==> src/rtl/demux_route_scheduler.sv <==
// demux_route_scheduler
// Buffers routing requests (destination + data bit) in a small FIFO and
// replays them one at a time onto the 1-to-4 demux control inputs. Each
// request is held for HOLD cycles, and queued requests follow back-to-back.
//
// Ports:
//   clk        - clock, rising edge
//   rst        - synchronous active-high reset
//   in_valid   - request present
//   in_ready   - request can be accepted this cycle (combinational)
//   in_dest    - destination channel 0..3
//   in_bit     - data bit to route
//   out_enable - demux enable (registered)
//   out_I      - demux data input (registered)
//   out_sel    - demux select (registered)
//   busy       - FIFO non-empty or a request is being presented
//   count      - current FIFO occupancy
module demux_route_scheduler #(
   parameter int unsigned DEPTH = 4,
   parameter int unsigned HOLD  = 1
) (
   input  logic                     clk,
   input  logic                     rst,
   input  logic                     in_valid,
   output logic                     in_ready,
   input  logic [1:0]               in_dest,
   input  logic                     in_bit,
   output logic                     out_enable,
   output logic                     out_I,
   output logic [1:0]               out_sel,
   output logic                     busy,
   output logic [$clog2(DEPTH):0]   count
);

   localparam int unsigned PW = $clog2(DEPTH);
   localparam int unsigned CW = PW + 1;
   localparam int unsigned HW = (HOLD > 1) ? $clog2(HOLD) : 1;
   localparam logic [HW-1:0] HOLD_RELOAD = HW'(HOLD - 1);

   typedef enum logic {
      IDLE  = 1'b0,
      DRIVE = 1'b1
   } state_t;

   state_t          state, state_d;
   logic [2:0]      mem [DEPTH];
   logic [PW-1:0]   wr_ptr, rd_ptr;
   logic [HW-1:0]   hold_cnt, hold_d;
   logic            en_d, i_d;
   logic [1:0]      sel_d;
   logic            push_c, pop_c;
   logic [2:0]      head_c;

   // Full blocks pushes even when a pop happens in the same cycle.
   assign in_ready = !rst && (count != CW'(DEPTH));
   assign push_c   = in_valid && in_ready;
   assign head_c   = mem[rd_ptr];
   assign busy     = (state == DRIVE) || (count != '0);

   // FIFO storage; entries are {dest, bit}. Contents need no reset.
   always_ff @(posedge clk) begin
      if (push_c) begin
         mem[wr_ptr] <= {in_dest, in_bit};
      end
   end

   // FIFO pointers and occupancy; pointers wrap naturally (DEPTH is 2^n).
   always_ff @(posedge clk) begin
      if (rst) begin
         wr_ptr <= '0;
         rd_ptr <= '0;
         count  <= '0;
      end else begin
         if (push_c) wr_ptr <= wr_ptr + PW'(1);
         if (pop_c)  rd_ptr <= rd_ptr + PW'(1);
         case ({push_c, pop_c})
            2'b10:   count <= count + CW'(1);
            2'b01:   count <= count - CW'(1);
            default: count <= count;
         endcase
      end
   end

   // State, hold counter and registered demux controls.
   always_ff @(posedge clk) begin
      if (rst) begin
         state      <= IDLE;
         hold_cnt   <= '0;
         out_enable <= 1'b0;
         out_I      <= 1'b0;
         out_sel    <= 2'd0;
      end else begin
         state      <= state_d;
         hold_cnt   <= hold_d;
         out_enable <= en_d;
         out_I      <= i_d;
         out_sel    <= sel_d;
      end
   end

   // Next-state / next-output logic; pop decisions use registered count only.
   always_comb begin
      state_d = state;
      hold_d  = hold_cnt;
      en_d    = out_enable;
      i_d     = out_I;
      sel_d   = out_sel;
      pop_c   = 1'b0;
      case (state)
         IDLE: begin
            if (count != '0) begin
               pop_c          = 1'b1;
               en_d           = 1'b1;
               {sel_d, i_d}   = head_c;
               hold_d         = HOLD_RELOAD;
               state_d        = DRIVE;
            end else begin
               en_d  = 1'b0;
               i_d   = 1'b0;
               sel_d = 2'd0;
            end
         end
         DRIVE: begin
            if (hold_cnt != '0) begin
               hold_d = hold_cnt - HW'(1);
            end else if (count != '0) begin
               pop_c          = 1'b1;
               en_d           = 1'b1;
               {sel_d, i_d}   = head_c;
               hold_d         = HOLD_RELOAD;
            end else begin
               en_d    = 1'b0;
               i_d     = 1'b0;
               sel_d   = 2'd0;
               state_d = IDLE;
            end
         end
         default: state_d = IDLE;
      endcase
   end

endmodule

==> config.mk <==
export PLATFORM = sky130hd
export DESIGN_NAME = demux_route_scheduler
export DESIGN_NICKNAME = d
export VERILOG_FILES = /design/src/rtl/demux_route_scheduler.sv
export SDC_FILE = /design/constraint.sdc
export NUM_CORES = 1
export LEC_CHECK = 0
export CORE_MARGIN = 8
export CORE_UTILIZATION = 40
export CTS_CLUSTER_DIAMETER = 120
export CTS_CLUSTER_SIZE = 12
export DETAILED_ROUTE_END_ITERATION = 6
export SYNTH_ARGS = -nofsm -noshare
export SYNTH_HDL_FRONTEND = slang
export SYNTH_SLANG_ARGS = --single-unit
==> constraint.sdc <==
create_clock -name clk -period 2 [get_ports clk]
set_clock_uncertainty 0.15 [all_clocks]
set_input_delay 0.5 -clock clk [delete_from_list [all_inputs] [get_ports clk]]
set_output_delay 0.5 -clock clk [all_outputs]
set_load 0.01 [all_outputs]
* Word-level counts from Yosys, hierarchy flattened *
Memories as Yosys holds them, arrays and structs flattened. A register that Yosys moved wholly into a read port is not among the register bits.
Index checks and enable logic that the tools add are counted.

word-level totals
  RAM bits = 12
  memories kept = 1
  input bits = 6
  flip-flop bits (word level) = 13
  output and inout bits = 9
  word-level logic and storage cells = 47

operators by class
  add/sub/neg operators = 5
  equality and inequality tests = 5
  bitwise logic cells = 1
  muxes and demuxes = 21
  reduce and logical (&&, ||, !) cells = 6

memory list
  name  words  bits a word  rd ports  clocked after memory_dff  wr ports  RTL line  text
  mem   4      3            1         1                         1         46        logic [2:0] mem [DEPTH];

operators by type and width
  kind                   count
  $mux W1                10
  $pmux W1 S2            5
  $mux W2                4
  $pmux W3 S2            1
  $add A2 B1 Y2 const B  2
  $ne A2 B2 Y1 const B   2
  $pmux W2 S2            1
  $add A3 B1 Y3 const B  1
  $ne A3 B3 Y1 const B   1
  $reduce_bool A3 Y1     1
  $sub A3 B1 Y3 const B  1
  $eq A2 B1 Y1 const B   1
  $eq A2 B2 Y1 const B   1
  $logic_and A1 B1 Y1    2
  $reduce_bool A2 Y1     1
  $logic_not A1 Y1       1
  $logic_or A1 B1 Y1     1
  $not A1 Y1             1
  $sub A1 B1 Y1 const B  1

* Depth between registers and ports, before layout *
  depth in word-level cells = 6
  gate-level depth with buffers = 9
  mapped depth without buffers = 9

* Least setup slack after synthesis *
OpenSTA, ideal clock, no wires.

  path type = flip-flop to flip-flop
  start = register count[2]
  end = register count[2]
  period minus slack after synthesis = 2.224 ns
  arrival = 2.003 ns
  buffers on the path = 0
  data required time = 1.780 ns
  library setup time = 0.070 ns
  stages on the path, launching flop included = 10
  path slack = -0.224 ns
  cells stage by stage = dfxtp_1 nor3b_2 nor3b_4 inv_1 ha_1 inv_1 fa_1 xor2_1 or3_1 a21oi_1

on the way
  longest elaborated chain between the ends = 6
  elaborated cells between the ends (all ways) = 13
  classes of those cells = add/sub: 2; eq/ne: 3; mux: 4; reduce/logical: 4

ends and longest elaborated chain
  what                                               RTL line  text
  start: declaration                                 32        output logic [$clog2(DEPTH):0] count
  start signal: assignment                           77        2'b10: count <= count + CW'(1);
  start signal: assignment                           78        2'b01: count <= count - CW'(1);
  start signal: assignment                           79        default: count <= count;
  $reduce_bool A3 Y1                                 111, 126
  $mux W1                                            111, 126
  $mux W1                                            124       if (hold_cnt != '0) begin
  $pmux W1 S2                                        109       case (state)
  $eq A2 B1 Y1 or $eq A2 B2 Y1 (tied branches)       76        case ({push_c, pop_c})
  $pmux W3 S2 or $reduce_bool A2 Y1 (tied branches)  -

Several ways; a longest one is shown, not always the timed one.
A chain may end at the register's enable or synchronous reset.

* Worst setup path in the final report *
  start = register count[0]
  end = register count[2]

The elaborated chain is that of the path after synthesis.

==> summary.md <==
| Metric | Value |
|---|---|
| Pint | roughly 1.1 mW |
| Drt pass-1 iters | 2 |
| Hold Vio Cnt, Final | 0 |
| Iter 0 DRT Violations | 18 |
| Final min period | 2.08 ns |
| Clock Power Share | 0.137 |
| Mux share of post-synthesis cell area | 0.0902 |
| Post-synth EDFFs | 12 |
| Top cells by area, synth | edfxtp_1 35%, dfxtp_1 25%, mux4_2 6.6%, ha_1 6.1%, xor2_1 3.4% |
| Fin area | 0.00135 sq mm |
| Leak pwr | 0.547 nW |
| H-tree levels | 1 |
| Number of antenna violations at the first check in global routing | 0 |
| Switch share | 0.311 |
| Cell area after placement | approximately 0.0013 sq mm |
| Slowest stage cell, crit path | dfxtp_2 |
| Die area | between 0.004 and 0.005 sq mm |
| Core area | 0.00245 sq mm |
| Peak supply drop | 0.000647 V |
| Cell mode on critical path | nor3b_4 |
| Mapped Area | slightly above 0.001 sq mm |
| First-pass GRT wire length | between 2000 and 3000 microns |
| GRT overflow | 0 |
| Largest net degree at the start of global routing | 15 |
| Failing checks | setup timing |
| Buf/Inv on CP | 2 |
| Starting density of the core | 0.418 |
| Reg clk slew, reported paths | ~0.15 ns |
| Primary FF master, synth | dfxtp_1 |
| F_max | around 480 MHz |
| Max clock buf depth | 2 |
| Max Slew Vio Count | 0 |
| Compound-Gate Fraction of Synth Area | 0.0220 |
| Worst reg2reg startpoint | count[0] |
| Post-Synth Adder-Cell Area | 0.0805 |
| Hold Path Class | reg -> reg |
| Max FO, Critical Path | 2 |
| Vias in the first global route | roughly 650 |
| IO buf count | 14 |
| Final ANT Viol Nets | 0 |
| Diodes inserted | 0 |
| CTS tree | built |
| Hold path depth | 1 |
| Most common cell in the netlist | dfxtp_1 |
| Post-synth top area share | 0.351 |
| Max-slew headroom | 0.747 |
| Synth area leader | edfxtp_1 |
| Clk root buf | clkbuf_4 |
| Total power | between 1.5 and 2 mW |
| Synth Area in Simple Gates | 0.139 |
| Status | finished, violations left |
| Slew @ Worst Pin | between 0.3 and 0.4 ns |
| Wire per inst | 12.9 microns |
| Switch Pwr | approximately 0.5 mW |
| Yosys synthesis warning count | 0 |
| Vias | ~600 |
| Critical path capture point type | register |
| Worst-Skew Late Latency | 0.32 ns |
| Die H | 66.6 microns |
| I/O pin total | 15 |
| R2R Setup Slk | -0.08 ns |
| WL final | approximately 1700 microns |
| R2R cell count | 9 |
| Gate power share | 0.421 |
| Largest family of logic cells by synthesized area | simple AND/OR/NAND/NOR gates |
| Post-synthesis cell type count | 21 |
| Total GRT Usage | 0.0877 |
| Ys async rst share | 0 |
| Share of post-route cells with drive strength above 1 | 0.346 |
| FF-to-FF End | count[2] |
| Row count | 18 |
| Post-CTS Hold Buffers | 0 |
| Power Density | about 1200 mW/mm^2 |
| Synthesis-to-layout area growth | 31.6% |
| Flops & latches, synth | 25 |
| Worst Min Path Start | wr_ptr[0] |
| Final period util | 1.04 |
| Post-Syn Instances | between 70 and 80 |
| Critical Path Max Stage Delay | 0.37 ns |
| Syn_area_per_cell | between 10 and 15 sq um |
| Via density | between 4 and 5 |
| Worst EP required | approximately 2.1 ns |
| RSZ-0062 raised after global routing | yes |
| Register area share after synthesis | 0.605 |
| GPL Wtd Cong | between 0.6 and 0.7 |
| CP Launch Type | register |
| Sequential share of power | 0.442 |
| Chip Width | 66.6 microns |
| Worst setup path class | reg -> reg |
| Worst hold path endpoint | wr_ptr[0] |
| Final #Nets | 117 |
| Setup ws final | -0.0843 ns |
| CTS sink count | 25 |
| XOR/XNOR Fraction of Synth Area | 0.0341 |
| FILL cells | 204 |
| Synth cell count leaders | 13 x dfxtp_1, 12 x edfxtp_1, 9 x nor2_1 |
| Max Cap Violations | 0 |
| CP top delay family | simple AND/OR/NAND/NOR gates |
| Syn_nets | 86 |
| Hpwl dp | about 1300 microns |
| # DRC | 0 |
| CTS buffer count | 3 |
| Final Setup Violations | 1 |
| Cell Chain, Critical Path | nor3b_4, nor3b_4, inv_1, ha_2, inv_2, fa_2, xor2_1, or3_1, a21oi_1 |
| Worst endpoint data arrival time | between 2 and 2.5 ns |
per-stage QoR:
step | worst slack, ns | hold WS [ns] | utilization | TNS (ns) | cells
floorplan | -0.0519 | 0.325 | - | -0.0519 | 74
global placement | -0.456 | 0.348 | 0.524 | -1.36 | 126
detailed placement | -0.503 | 0.361 | 0.524 | -1.46 | 126
CTS | -0.0834 | 0.394 | 0.542 | -0.0834 | 132
global route | -0.201 | 0.431 | 0.550 | -0.278 | 134
finish | -0.0843 | 0.383 | 0.550 | -0.0843 | 134
per-layer routing:
| metal | vias to the layer above | GRT usage | part of all wire |
|---|---|---|---|
| met2 | 9 | 0.145 | 0.48 |
| met1 | 281 | 0.0992 | 0.45 |
| met4 | 0 | 0.0480 | 0.011 |
| met3 | 2 | 0.0252 | 0.059 |
| li1 | 310 | - | - |
| met5 | - | 0 | 0 |
cell usage in the layout (no fill, tap or decap), drive strengths merged, types with 3 or more instances in the layout:
cell	instances
and2	7
buf	15
clkbuf	3
clkdlybuf4s50	7
dfxtp	13
dlygate4sd2	5
edfxtp	12
ha	5
inv	7
mux4	3
nor2	9
xor2	4
flip-flops by register name (all words and copies together), names as in the netlist, named ones only:
| signal | cells |
|---|---|
| mem | 12 |
| out_enable | 1 |
| rd_ptr | 2 |
| count | 3 |
| out_sel | 2 |
| out_I | 1 |
| wr_ptr | 2 |
layout make-up:
class	count	area, sq um	area share
clock buffer	3	22.5	0.0167
clock inverter	1	5.00	0.00371
inverter	7	26.3	0.0195
multi-input combinational	41	393	0.291
sequential	25	629	0.466
tap	30	37.5	0.0278
timing repair buffer	27	236	0.175
cell families after synthesis:
group | Yosys count
muxes | 5
buffers and inverters | 8
AOI/OAI and AO/OA | 4
xor gates and xnor gates | 4
and+or+nand+nor | 22
adders and majority gates | 6
DFF | 25
what timing repair did:
item	4_1_cts	5_1_grt
setup endpoints to repair	7	3
gates resized for setup	18	1
setup buffers	2	2
pin swaps	2	1
how the worst max path moves through the flow:
stage / start / to / slack, ns / cells after the start
3_5_place_dp: rst / count[2] / -0.50 / 9
5_1_grt: count[2] / count[2] / -0.20 / 9
4_1_cts: count[2] / count[2] / -0.08 / 9
3_3_place_gp: rst / in_ready / -0.46 / 4
6_report: count[0] / count[2] / -0.08 / 9
2_1_floorplan: count[1] / count[2] / -0.05 / 9
power groups by stage:
stage          clock network, mW  logic, mW  registers, mW
6_report                   0.221      0.678          0.712
5_1_grt                    0.252      0.756          0.730
4_1_cts                    0.230      0.661          0.712
3_5_place_dp                   0      0.625          0.723
3_3_place_gp                   0      0.615          0.724
2_1_floorplan                  0      0.312          0.750
Power figures use the tool's default switching activity.
